--- src/rtl/systolic_pkg.sv ---
// -----------------------------------------------------------------------------
// systolic_pkg
// Shared types and helpers for the systolic matrix-multiplier processing
// elements:
//   - pe_state_e : accumulator FSM states (IDLE = empty, ACC = partial sum held)
//   - ERR_*      : bit positions inside the sticky err vector
//   - sat_add()  : width-generic add with overflow detect and optional clamp
// -----------------------------------------------------------------------------
package systolic_pkg;

  typedef enum logic {
    IDLE = 1'b0,
    ACC  = 1'b1
  } pe_state_e;

  localparam int ERR_OVWR = 0;  // result overwritten before it was drained
  localparam int ERR_VMIS = 1;  // a_vld_in and b_vld_in disagreed
  localparam int ERR_SAT  = 2;  // accumulation clamped

  // Widest accumulator sat_add() supports.
  localparam int ADD_MAX_W = 64;

  typedef struct packed {
    logic [ADD_MAX_W-1:0] sum;  // w-bit result in the low bits, upper bits zero
    logic                 ovf;  // true overflow of the w-bit add
  } add_res_t;

  // Adds the low w bits of a and b. Overflow is detected for the selected
  // arithmetic; when sat_en is set an overflowing sum is replaced by the
  // nearest representable bound. w must be a constant in [1, ADD_MAX_W].
  function automatic add_res_t sat_add(input logic [ADD_MAX_W-1:0] a,
                                       input logic [ADD_MAX_W-1:0] b,
                                       input int                   w,
                                       input logic                 signed_mode,
                                       input logic                 sat_en);
    logic [ADD_MAX_W-1:0] mask;
    logic [ADD_MAX_W-1:0] msb;
    logic [ADD_MAX_W:0]   full;
    logic [ADD_MAX_W-1:0] sum;
    logic [ADD_MAX_W-1:0] clamp;
    logic                 a_neg;
    logic                 b_neg;
    logic                 s_neg;
    logic                 ovf;
    add_res_t             res;

    // Shifting by the full width yields 0, so w == ADD_MAX_W gives all ones.
    mask  = (ADD_MAX_W'(1) << w) - ADD_MAX_W'(1);
    msb   = ADD_MAX_W'(1) << (w - 1);
    full  = {1'b0, a & mask} + {1'b0, b & mask};
    sum   = full[ADD_MAX_W-1:0] & mask;
    a_neg = (a & msb) != '0;
    b_neg = (b & msb) != '0;
    s_neg = (sum & msb) != '0;

    if (signed_mode) begin
      // Two's complement overflow: equal operand signs, different result sign.
      ovf   = (a_neg == b_neg) && (s_neg != a_neg);
      clamp = a_neg ? msb : (mask & ~msb);
    end else begin
      // Unsigned overflow: carry out of bit w-1.
      ovf   = (full >> w) != '0;
      clamp = mask;
    end

    res.sum = (sat_en && ovf) ? clamp : sum;
    res.ovf = ovf;
    return res;
  endfunction

endpackage

--- src/rtl/pe_acc_add.sv ---
// -----------------------------------------------------------------------------
// pe_acc_add
// ACC_W-bit accumulator adder. Wraps modulo 2^ACC_W by default; with
// SYSTOLIC_PE_SAT_EN defined it clamps to the signed or unsigned range and
// raises flag whenever a clamp happens (flag is always 0 otherwise).
//
// Parameters: ACC_W  adder width (<= systolic_pkg::ADD_MAX_W)
//             SIGNED 1 = two's complement, 0 = unsigned
// Ports:      a, b   addends
//             sum    result (wrapped or clamped)
//             flag   clamp applied this cycle
// -----------------------------------------------------------------------------
module pe_acc_add
  import systolic_pkg::*;
#(
  parameter int ACC_W  = 32,
  parameter int SIGNED = 0
) (
  input  logic [ACC_W-1:0] a,
  input  logic [ACC_W-1:0] b,
  output logic [ACC_W-1:0] sum,
  output logic             flag
);

`ifdef SYSTOLIC_PE_SAT_EN
  localparam logic SAT_EN = 1'b1;
`else
  localparam logic SAT_EN = 1'b0;
`endif

  add_res_t             res;
  logic [ADD_MAX_W-1:0] unused_sum;

  always_comb begin
    res = sat_add(ADD_MAX_W'(a), ADD_MAX_W'(b), ACC_W, (SIGNED != 0), SAT_EN);
  end

  assign sum        = res.sum[ACC_W-1:0];
  assign flag       = res.ovf & SAT_EN;
  assign unused_sum = res.sum;

endmodule

--- src/rtl/systolic_pe.sv ---
// -----------------------------------------------------------------------------
// systolic_pe
// Output-stationary processing element. Operand A moves right and operand B
// moves down through one register stage each, with their valid/last tags.
// Matched beats are multiplied and accumulated; the last beat of a dot product
// hands the sum and beat count to a result register drained by valid/ready.
// Errors (overwrite, valid mismatch, saturation) are sticky until err_clr/rst.
//
// Optional feature: define SYSTOLIC_PE_SAT_EN for saturating accumulation
// (otherwise the accumulator wraps and err[2] is tied to 0).
//
// Ports:
//   clk, rst                  clock, synchronous active-high reset
//   a_in, a_vld_in, a_last_in operand A with valid and end-of-dot-product tag
//   b_in, b_vld_in            operand B with valid
//   a_out, a_vld_out, a_last_out / b_out, b_vld_out   registered pass-through
//   res_data, res_cnt, res_vld, res_rdy               result drain handshake
//   err, err_clr              sticky flags [0] ovwr [1] vld mismatch [2] sat
// -----------------------------------------------------------------------------
module systolic_pe
  import systolic_pkg::*;
#(
  parameter int DATA_W = 8,
  parameter int ACC_W  = 32,  // must be >= 2*DATA_W
  parameter int CNT_W  = 16,
  parameter int SIGNED = 0
) (
  input  logic              clk,
  input  logic              rst,
  input  logic [DATA_W-1:0] a_in,
  input  logic              a_vld_in,
  input  logic              a_last_in,
  input  logic [DATA_W-1:0] b_in,
  input  logic              b_vld_in,
  output logic [DATA_W-1:0] a_out,
  output logic              a_vld_out,
  output logic              a_last_out,
  output logic [DATA_W-1:0] b_out,
  output logic              b_vld_out,
  output logic [ACC_W-1:0]  res_data,
  output logic [CNT_W-1:0]  res_cnt,
  output logic              res_vld,
  input  logic              res_rdy,
  output logic [2:0]        err,
  input  logic              err_clr
);

  // ---------------------------------------------------------------------------
  // State
  // ---------------------------------------------------------------------------
  logic [DATA_W-1:0] a_q, a_d, b_q, b_d;
  logic              a_vld_q, a_vld_d, a_last_q, a_last_d, b_vld_q, b_vld_d;
  pe_state_e         state_q, state_d;
  logic [ACC_W-1:0]  acc_q, acc_d;
  logic [CNT_W-1:0]  cnt_q, cnt_d;
  logic [ACC_W-1:0]  res_data_q, res_data_d;
  logic [CNT_W-1:0]  res_cnt_q, res_cnt_d;
  logic              res_vld_q, res_vld_d;
  logic [2:0]        err_q, err_d;

  // ---------------------------------------------------------------------------
  // Product, extended to the accumulator width
  // ---------------------------------------------------------------------------
  logic [ACC_W-1:0] prod_ext;

  if (SIGNED != 0) begin : g_prod_signed
    logic signed [2*DATA_W-1:0] prod;
    assign prod     = $signed({{DATA_W{a_in[DATA_W-1]}}, a_in}) *
                      $signed({{DATA_W{b_in[DATA_W-1]}}, b_in});
    assign prod_ext = ACC_W'(prod);  // signed cast sign-extends
  end else begin : g_prod_unsigned
    logic [2*DATA_W-1:0] prod;
    assign prod     = {{DATA_W{1'b0}}, a_in} * {{DATA_W{1'b0}}, b_in};
    assign prod_ext = ACC_W'(prod);
  end

  // ---------------------------------------------------------------------------
  // Accumulator adder: from IDLE the product starts a fresh sum
  // ---------------------------------------------------------------------------
  logic [ACC_W-1:0] add_a;
  logic [ACC_W-1:0] sum;
  logic             sat_flag;

  assign add_a = (state_q == ACC) ? acc_q : '0;

  pe_acc_add #(
    .ACC_W  (ACC_W),
    .SIGNED (SIGNED)
  ) u_acc_add (
    .a    (add_a),
    .b    (prod_ext),
    .sum  (sum),
    .flag (sat_flag)
  );

  // ---------------------------------------------------------------------------
  // Next-state logic
  // ---------------------------------------------------------------------------
  logic       beat;
  logic       mismatch;
  logic       load;
  logic [2:0] err_set;

  assign beat     = a_vld_in & b_vld_in;
  assign mismatch = a_vld_in ^ b_vld_in;
  assign load     = beat & a_last_in;

  always_comb begin
    // NOTE: every always_comb output gets a default first so no path leaves a
    // variable unassigned, which would otherwise infer a latch.
    state_d    = state_q;
    acc_d      = acc_q;
    cnt_d      = cnt_q;
    res_data_d = res_data_q;
    res_cnt_d  = res_cnt_q;
    res_vld_d  = res_vld_q & ~res_rdy;  // drain on transfer
    err_set    = '0;

    // Pass-through stage copies inputs unconditionally.
    a_d      = a_in;
    a_vld_d  = a_vld_in;
    a_last_d = a_last_in;
    b_d      = b_in;
    b_vld_d  = b_vld_in;

    if (beat) begin
      if (load) begin
        // Final sum goes straight to the result; accumulator is free again on
        // the next cycle, so back-to-back dot products need no bubble.
        state_d    = IDLE;
        acc_d      = '0;
        cnt_d      = '0;
        res_data_d = sum;
        res_cnt_d  = (state_q == ACC) ? cnt_q + CNT_W'(1) : CNT_W'(1);
        res_vld_d  = 1'b1;
      end else begin
        state_d = ACC;
        acc_d   = sum;
        cnt_d   = (state_q == ACC) ? cnt_q + CNT_W'(1) : CNT_W'(1);
      end
    end

    err_set[ERR_OVWR] = load & res_vld_q & ~res_rdy;
    err_set[ERR_VMIS] = mismatch;
`ifdef SYSTOLIC_PE_SAT_EN
    err_set[ERR_SAT]  = beat & sat_flag;
`else
    err_set[ERR_SAT]  = 1'b0;
`endif

    // Set wins over a simultaneous clear.
    err_d = (err_q & ~{3{err_clr}}) | err_set;
  end

  // ---------------------------------------------------------------------------
  // Registers
  // ---------------------------------------------------------------------------
  always_ff @(posedge clk) begin
    // NOTE: sequential state uses non-blocking assignments so every flop
    // samples the pre-edge values regardless of statement order.
    if (rst) begin
      a_q        <= '0;
      a_vld_q    <= 1'b0;
      a_last_q   <= 1'b0;
      b_q        <= '0;
      b_vld_q    <= 1'b0;
      state_q    <= IDLE;
      acc_q      <= '0;
      cnt_q      <= '0;
      res_data_q <= '0;
      res_cnt_q  <= '0;
      res_vld_q  <= 1'b0;
      err_q      <= '0;
    end else begin
      a_q        <= a_d;
      a_vld_q    <= a_vld_d;
      a_last_q   <= a_last_d;
      b_q        <= b_d;
      b_vld_q    <= b_vld_d;
      state_q    <= state_d;
      acc_q      <= acc_d;
      cnt_q      <= cnt_d;
      res_data_q <= res_data_d;
      res_cnt_q  <= res_cnt_d;
      res_vld_q  <= res_vld_d;
      err_q      <= err_d;
    end
  end

  assign a_out      = a_q;
  assign a_vld_out  = a_vld_q;
  assign a_last_out = a_last_q;
  assign b_out      = b_q;
  assign b_vld_out  = b_vld_q;
  assign res_data   = res_data_q;
  assign res_cnt    = res_cnt_q;
  assign res_vld    = res_vld_q;
  assign err        = err_q;

endmodule

--- config.mk ---
export PLATFORM = sky130hd
export DESIGN_NAME = systolic_pe
export DESIGN_NICKNAME = d
export VERILOG_FILES = /design/src/rtl/systolic_pkg.sv /design/src/rtl/pe_acc_add.sv /design/src/rtl/systolic_pe.sv
export SDC_FILE = /design/constraint.sdc
export NUM_CORES = 1
export LEC_CHECK = 0
export ABC_AREA = 1
export BUFFER_PORTS_ARGS = -buffer_cell sky130_fd_sc_hd__buf_2
export CAP_MARGIN = 15
export CORE_ASPECT_RATIO = 1.4
export CORE_UTILIZATION = 60
export DETAILED_ROUTE_END_ITERATION = 7
export GPL_TIMING_DRIVEN = 0
export PLACE_DENSITY = 0.82
export SLEW_MARGIN = 20
export SYNTH_ARGS = -nofsm -noshare
export SYNTH_HDL_FRONTEND = slang
export SYNTH_SLANG_ARGS = --single-unit
--- constraint.sdc ---
create_clock -name clk -period 7.4 [get_ports clk]
set_clock_uncertainty 0.2 [all_clocks]
set_input_delay 0.37 -clock clk [delete_from_list [all_inputs] [get_ports clk]]
set_output_delay 0.37 -clock clk [all_outputs]
set_load 0.005 [all_outputs]
* Word-level counts from Yosys, hierarchy flattened
Cells that the tools add are included.
** Storage, ports and cells
- Memory bits (read-only) :: 0
- Output and inout port bits :: 71
- Memories :: 0
- Bits in latches :: 0
- Logic and storage cells :: 33
- Input port bits :: 23
- Bits in registers :: 120
- Bits in writable memories :: 0
** Cells by class
- Shifts and indexed selects :: 0
- Magnitude comparators :: 0
- Multipliers :: 1
- Divide/modulo/power cells :: 0
- Reductions and logical operators :: 1
- Muxes and demuxes :: 7
- Add/subtract/negate cells :: 2
- Equal/unequal tests :: 0
- Bitwise operators :: 10
** Operator list (number)
- 32-bit two-way mux :: 2
- 32-bit by 16-bit adder with 32-bit output :: 1
- 16-bit two-way mux :: 2
- 16-bit by 1-bit adder with 16-bit output, second input constant :: 1
- 8-bit by 8-bit multiplier with 16-bit output :: 1
- 1-bit bitwise AND :: 5
- 3-bit bitwise AND :: 1
- 1-bit two-way mux :: 3
- 3-bit NOT :: 1
- 3-bit by 2-bit OR with 3-bit output :: 1
- 2-bit AND reduction :: 1
- 1-bit NOT :: 1
- 1-bit XOR :: 1

* Logic depth before layout (Yosys ltp)
- Word-level depth :: 5
- Mapped depth :: 25
- Gate-level depth less buffers :: 23

* Modules after synthesis
A second synthesis with hierarchy kept.
** Second synthesis, totals
- Cells, all modules :: 1480
- Area, all modules :: 9384.0 um^2
** Modules (own cells, without submodules)
- systolic_pe :: cells each 984, area each 6988.0 um^2, seq. area each 2402.3 um^2, instances 1
- pe_acc_add :: cells each 496, area each 2396.0 um^2, seq. area each 0.0 um^2, instances 1

* Least setup slack after synthesis
No wires, ideal clock.
- Kind :: reg2reg
- Start point :: reg state_q
- End point :: reg acc_q[15]
- Clock period less this slack :: 4707 ps
- Arrival time :: 4375 ps
- Slack :: 2693 ps
- Data required time :: 7068 ps
- Stages on the path, launching flop included :: 22
- Path buffers :: 3
- Setup time :: 132 ps
- Cell sequence :: dfxtp_1 -> buf_4 -> buf_2 -> buf_1 -> nand2_1 -> fa_1 -> inv_1 -> fa_1 -> inv_1 -> fa_1 -> fa_1 -> inv_1 -> ha_1 -> nand2_1 -> nand2_1 -> inv_1 -> nand2_1 -> nand2_1 -> nand3_1 -> or2_2 -> nand3_1 -> a21oi_1
** On the way
- Cells in the longest elaborated chain, start to end :: 3
** RTL lines
- start: declaration :: line systolic_pe.sv:53 : pe_state_e state_q, state_d;
- start signal: assignment :: line systolic_pe.sv:180 : state_q <= state_d;
- 32-bit two-way mux :: line systolic_pe.sv:84 : assign add_a = (state_q == ACC) ? acc_q : '0;
- 32-bit by 16-bit adder with 32-bit output :: line systolic_pkg.sv:50 : full = {1'b0, a & mask} + {1'b0, b & mask};
- 32-bit two-way mux :: line systolic_pe.sv:127 : if (load) begin
- end signal: assignment :: line systolic_pe.sv:168 : acc_q <= '0;
- end signal: assignment :: line systolic_pe.sv:181 : acc_q <= acc_d;
- end: declaration :: line systolic_pe.sv:54 : logic [ACC_W-1:0] acc_q, acc_d;
Every way passes these cells.
A chain may end at the register's enable or synchronous reset.

* Worst setup path in the final report
Ends and elaborated chain as after synthesis.

==> impl_metrics.ini <==
[synth]
ys_seq_elements = 120
seq_area_frac_synth_pct = 29.7
synth_ff_type = dfxtp_1
syn-num-nets = 1305
synthDistinctLibCells = 33
synth_cells = 1189
synth_edf_count = 0
ys_warn_count = 0
syn_avg_cell_area_sq_um = 6.80
synth.top_cell.area_share_pct = 29.7
synthArstFlopShare_pct = 0
yosysMostFrequentCell = nand2_1
synthTopCellsByArea = dfxtp_1 30%, nand2_1 18%, fa_1 12%, inv_1 12%, ha_1 6.7%
yosysTopAreaCell = dfxtp_1
syn_area_sq_um = 8090
synthTopCellsByCount = 384 x nand2_1, 248 x inv_1, 120 x dfxtp_1

[route]
num_vias = 7623
drtIter0Drc = 439
antenna_left = 0
post_drt_wl_per_cell_um = 14.1
drc = 0
vias_per_cell = 5.16
totalWireLength_um = 20900
firstDrtPassIters = 5

[timing]
setup_viol = 0
fin_crit_sh_pct = 75.9
setup_tns_ps = 0
rsz0062_at_grt = no
drv_slew = 0
whs_ps = 12.7
tightest_slew_ps = 675
slew_headroom_pct = 55.0
clock.fmax_ghz = 0.178
fin_ws_ps = 1790
hold_viol = 0
fin_crit_ps = 5610

[die]
ios = 94
die_w_um = 100
rows = 49
die_y_um = 139
die_area_sq_um = 14000
start_util_pct = 62.2
core_region_area_sq_um = 13000

[grt]
grt_max_degree = 17
track_usage_pct = 31.9
grt_pass1_vias = 7396
overflow = 0
antenna_found_initial = 0
grt_pass1_wl_um = 35000

[finish]
n_antenna_cell = 0
nFillCells = 1110
area_growth_pct = 14.9
nets = 1403
post-route-util_pct = 71.5
fin_cells = 1478
drive_above_1_share_pct = 10.4
seq_area_sq_um = 2400
multiInputGateArea_sq_um = 4550

[pwr]
vdd_drop_max_mv = 0.183
leakagePower_nw = 5.12
p_per_area_nw_per_um2 = 239

[placed_design]
portBuffers = 76
dp.cells = 1443
place_ws_ps = 1840
place_congestion = 0.930
hpwl_um = 15700

[clocking]
clock_tree.root_cell = clkbuf_16
clk_latency_ps = 430
cts_inserted_buffers = 17
clkSinkCount = 120
cts_setup_buffers = 0
clk_pin_slew_ps = 60
cts_tree = done
htreeDepth = 4
clockBufferDepth = 2

[setup_path]
slowest_stage = fa_1
max_stage_delay_ps = 560
cp.arrival_ps = 5700
critPathLaunchType = flop
critPathRequiredTime_ps = 7480
crit_path_frequent_cell = nand2_1
critical_path_class = reg -> reg
path_max_fanout = 10
crit_chain = buf_4 > buf_2 > buf_1 > nand2_1 > fa_1 > inv_1 > fa_1 > inv_1 > fa_1 > fa_1 > inv_1 > ha_1 > nand2_1 > nand2_1 > inv_1 > nand2_1 > nand2_1 > nand3_1 > or2_2 > nand3_1 > a21oi_1
end_kind = flop

[min_path]
hold_path.class = in -> reg

[status]
status = finished clean

[run]
maxCapViolCount = 0
==> path summary, 6_finish.rpt <==
path	to	slack, ps	cells after the start	startpoint
worst min register to register	err[2]$_SDFF_PP0_	240	2	err[2]$_SDFF_PP0_
worst max-delay path	acc_q[15]$_SDFFE_PP0P_	1790	21	state_q$_SDFFE_PP0P_
worst max register to register	acc_q[15]$_SDFFE_PP0P_	1790	21	state_q$_SDFFE_PP0P_
worst min-delay path	a_last_out$_SDFF_PP0_	10	3	a_last_in
==> metrics by stage <==
step	cell area [sq um]	power (mW)
after floorplan	8090	1.22
after global placement	8690	1.39
after detailed placement	8690	1.41
after CTS	9290	2.22
after global routing	9290	2.36
final	9290	2.22
==> worst max-delay path: cells and delay by family, from the launching register on <==
kind | cells | cell delay [ps]
simple gates | 8 | 1130
flops | 1 | 490
fa+ha+maj | 5 | 2390
compound gates | 1 | 70
buf+inv | 7 | 1180
==> cell families after synthesis <==
kind of cell / count (synthesis) / share of synthesized area, %
xor+xnor: 7 / 0.758
compound gates: 98 / 7.10
buf+inv: 298 / 14.1
flops: 120 / 29.7
fa+ha+maj: 93 / 19.0
simple gates: 573 / 29.3
==> layout make-up <==
cell class | count | share of cell area (%)
repair buffers | 79 | 4.42
clock inverters | 14 | 1.55
flip-flops and latches | 120 | 25.8
clock buffers | 18 | 4.62
multi-input cells | 771 | 48.9
plain buffers | 49 | 2.19
well taps | 178 | 2.40
inverters | 249 | 10.1
==> where the power goes <==
part           switching (mW)  total (mW)  internal (mW)
Sequential             0.0153       0.690          0.675
Clock                   0.340       0.810          0.470
Combinational           0.474       0.723          0.249
==> repair_timing <==
action	CTS	global route
hold buffers	3	0
hold endpoints to repair	3	0
gates resized for setup	0	0
==> state kept, by name, summed over array words and instances (netlist names) <==
name,cells
acc_q,32
state_q,1
b_out,8
res_data,32
res_cnt,16
a_out,8
res_vld,1
a_last_out,1
b_vld_out,1
cnt_q,16
err,3
a_vld_out,1
==> placed cells by master, fill, tap and decap left out, drive strengths merged, types with 4 or more instances in the layout <==
cell | netlist | routed
nand3b | 4 | 4
xor2 | 4 | 4
buf | 13 | 89
nor2 | 68 | 68
nand3 | 96 | 96
clkinvlp | 0 | 4
fa | 50 | 50
o21bai | 4 | 4
a22o | 14 | 14
nand2 | 384 | 384
a21oi | 55 | 55
clkinv | 1 | 5
inv | 248 | 253
clkbuf | 36 | 54
dfxtp | 120 | 120
or2 | 9 | 9
nand4 | 10 | 10
o21ai | 18 | 18
ha | 43 | 43
==> per-layer routing <==
metal	track usage, %	routed length (um)
met4	12.4	591
met1	36.5	8310
met3	4.62	928
met2	58.6	11000
met5	0	0
Note: power is estimated with default switching activity, not from simulation.
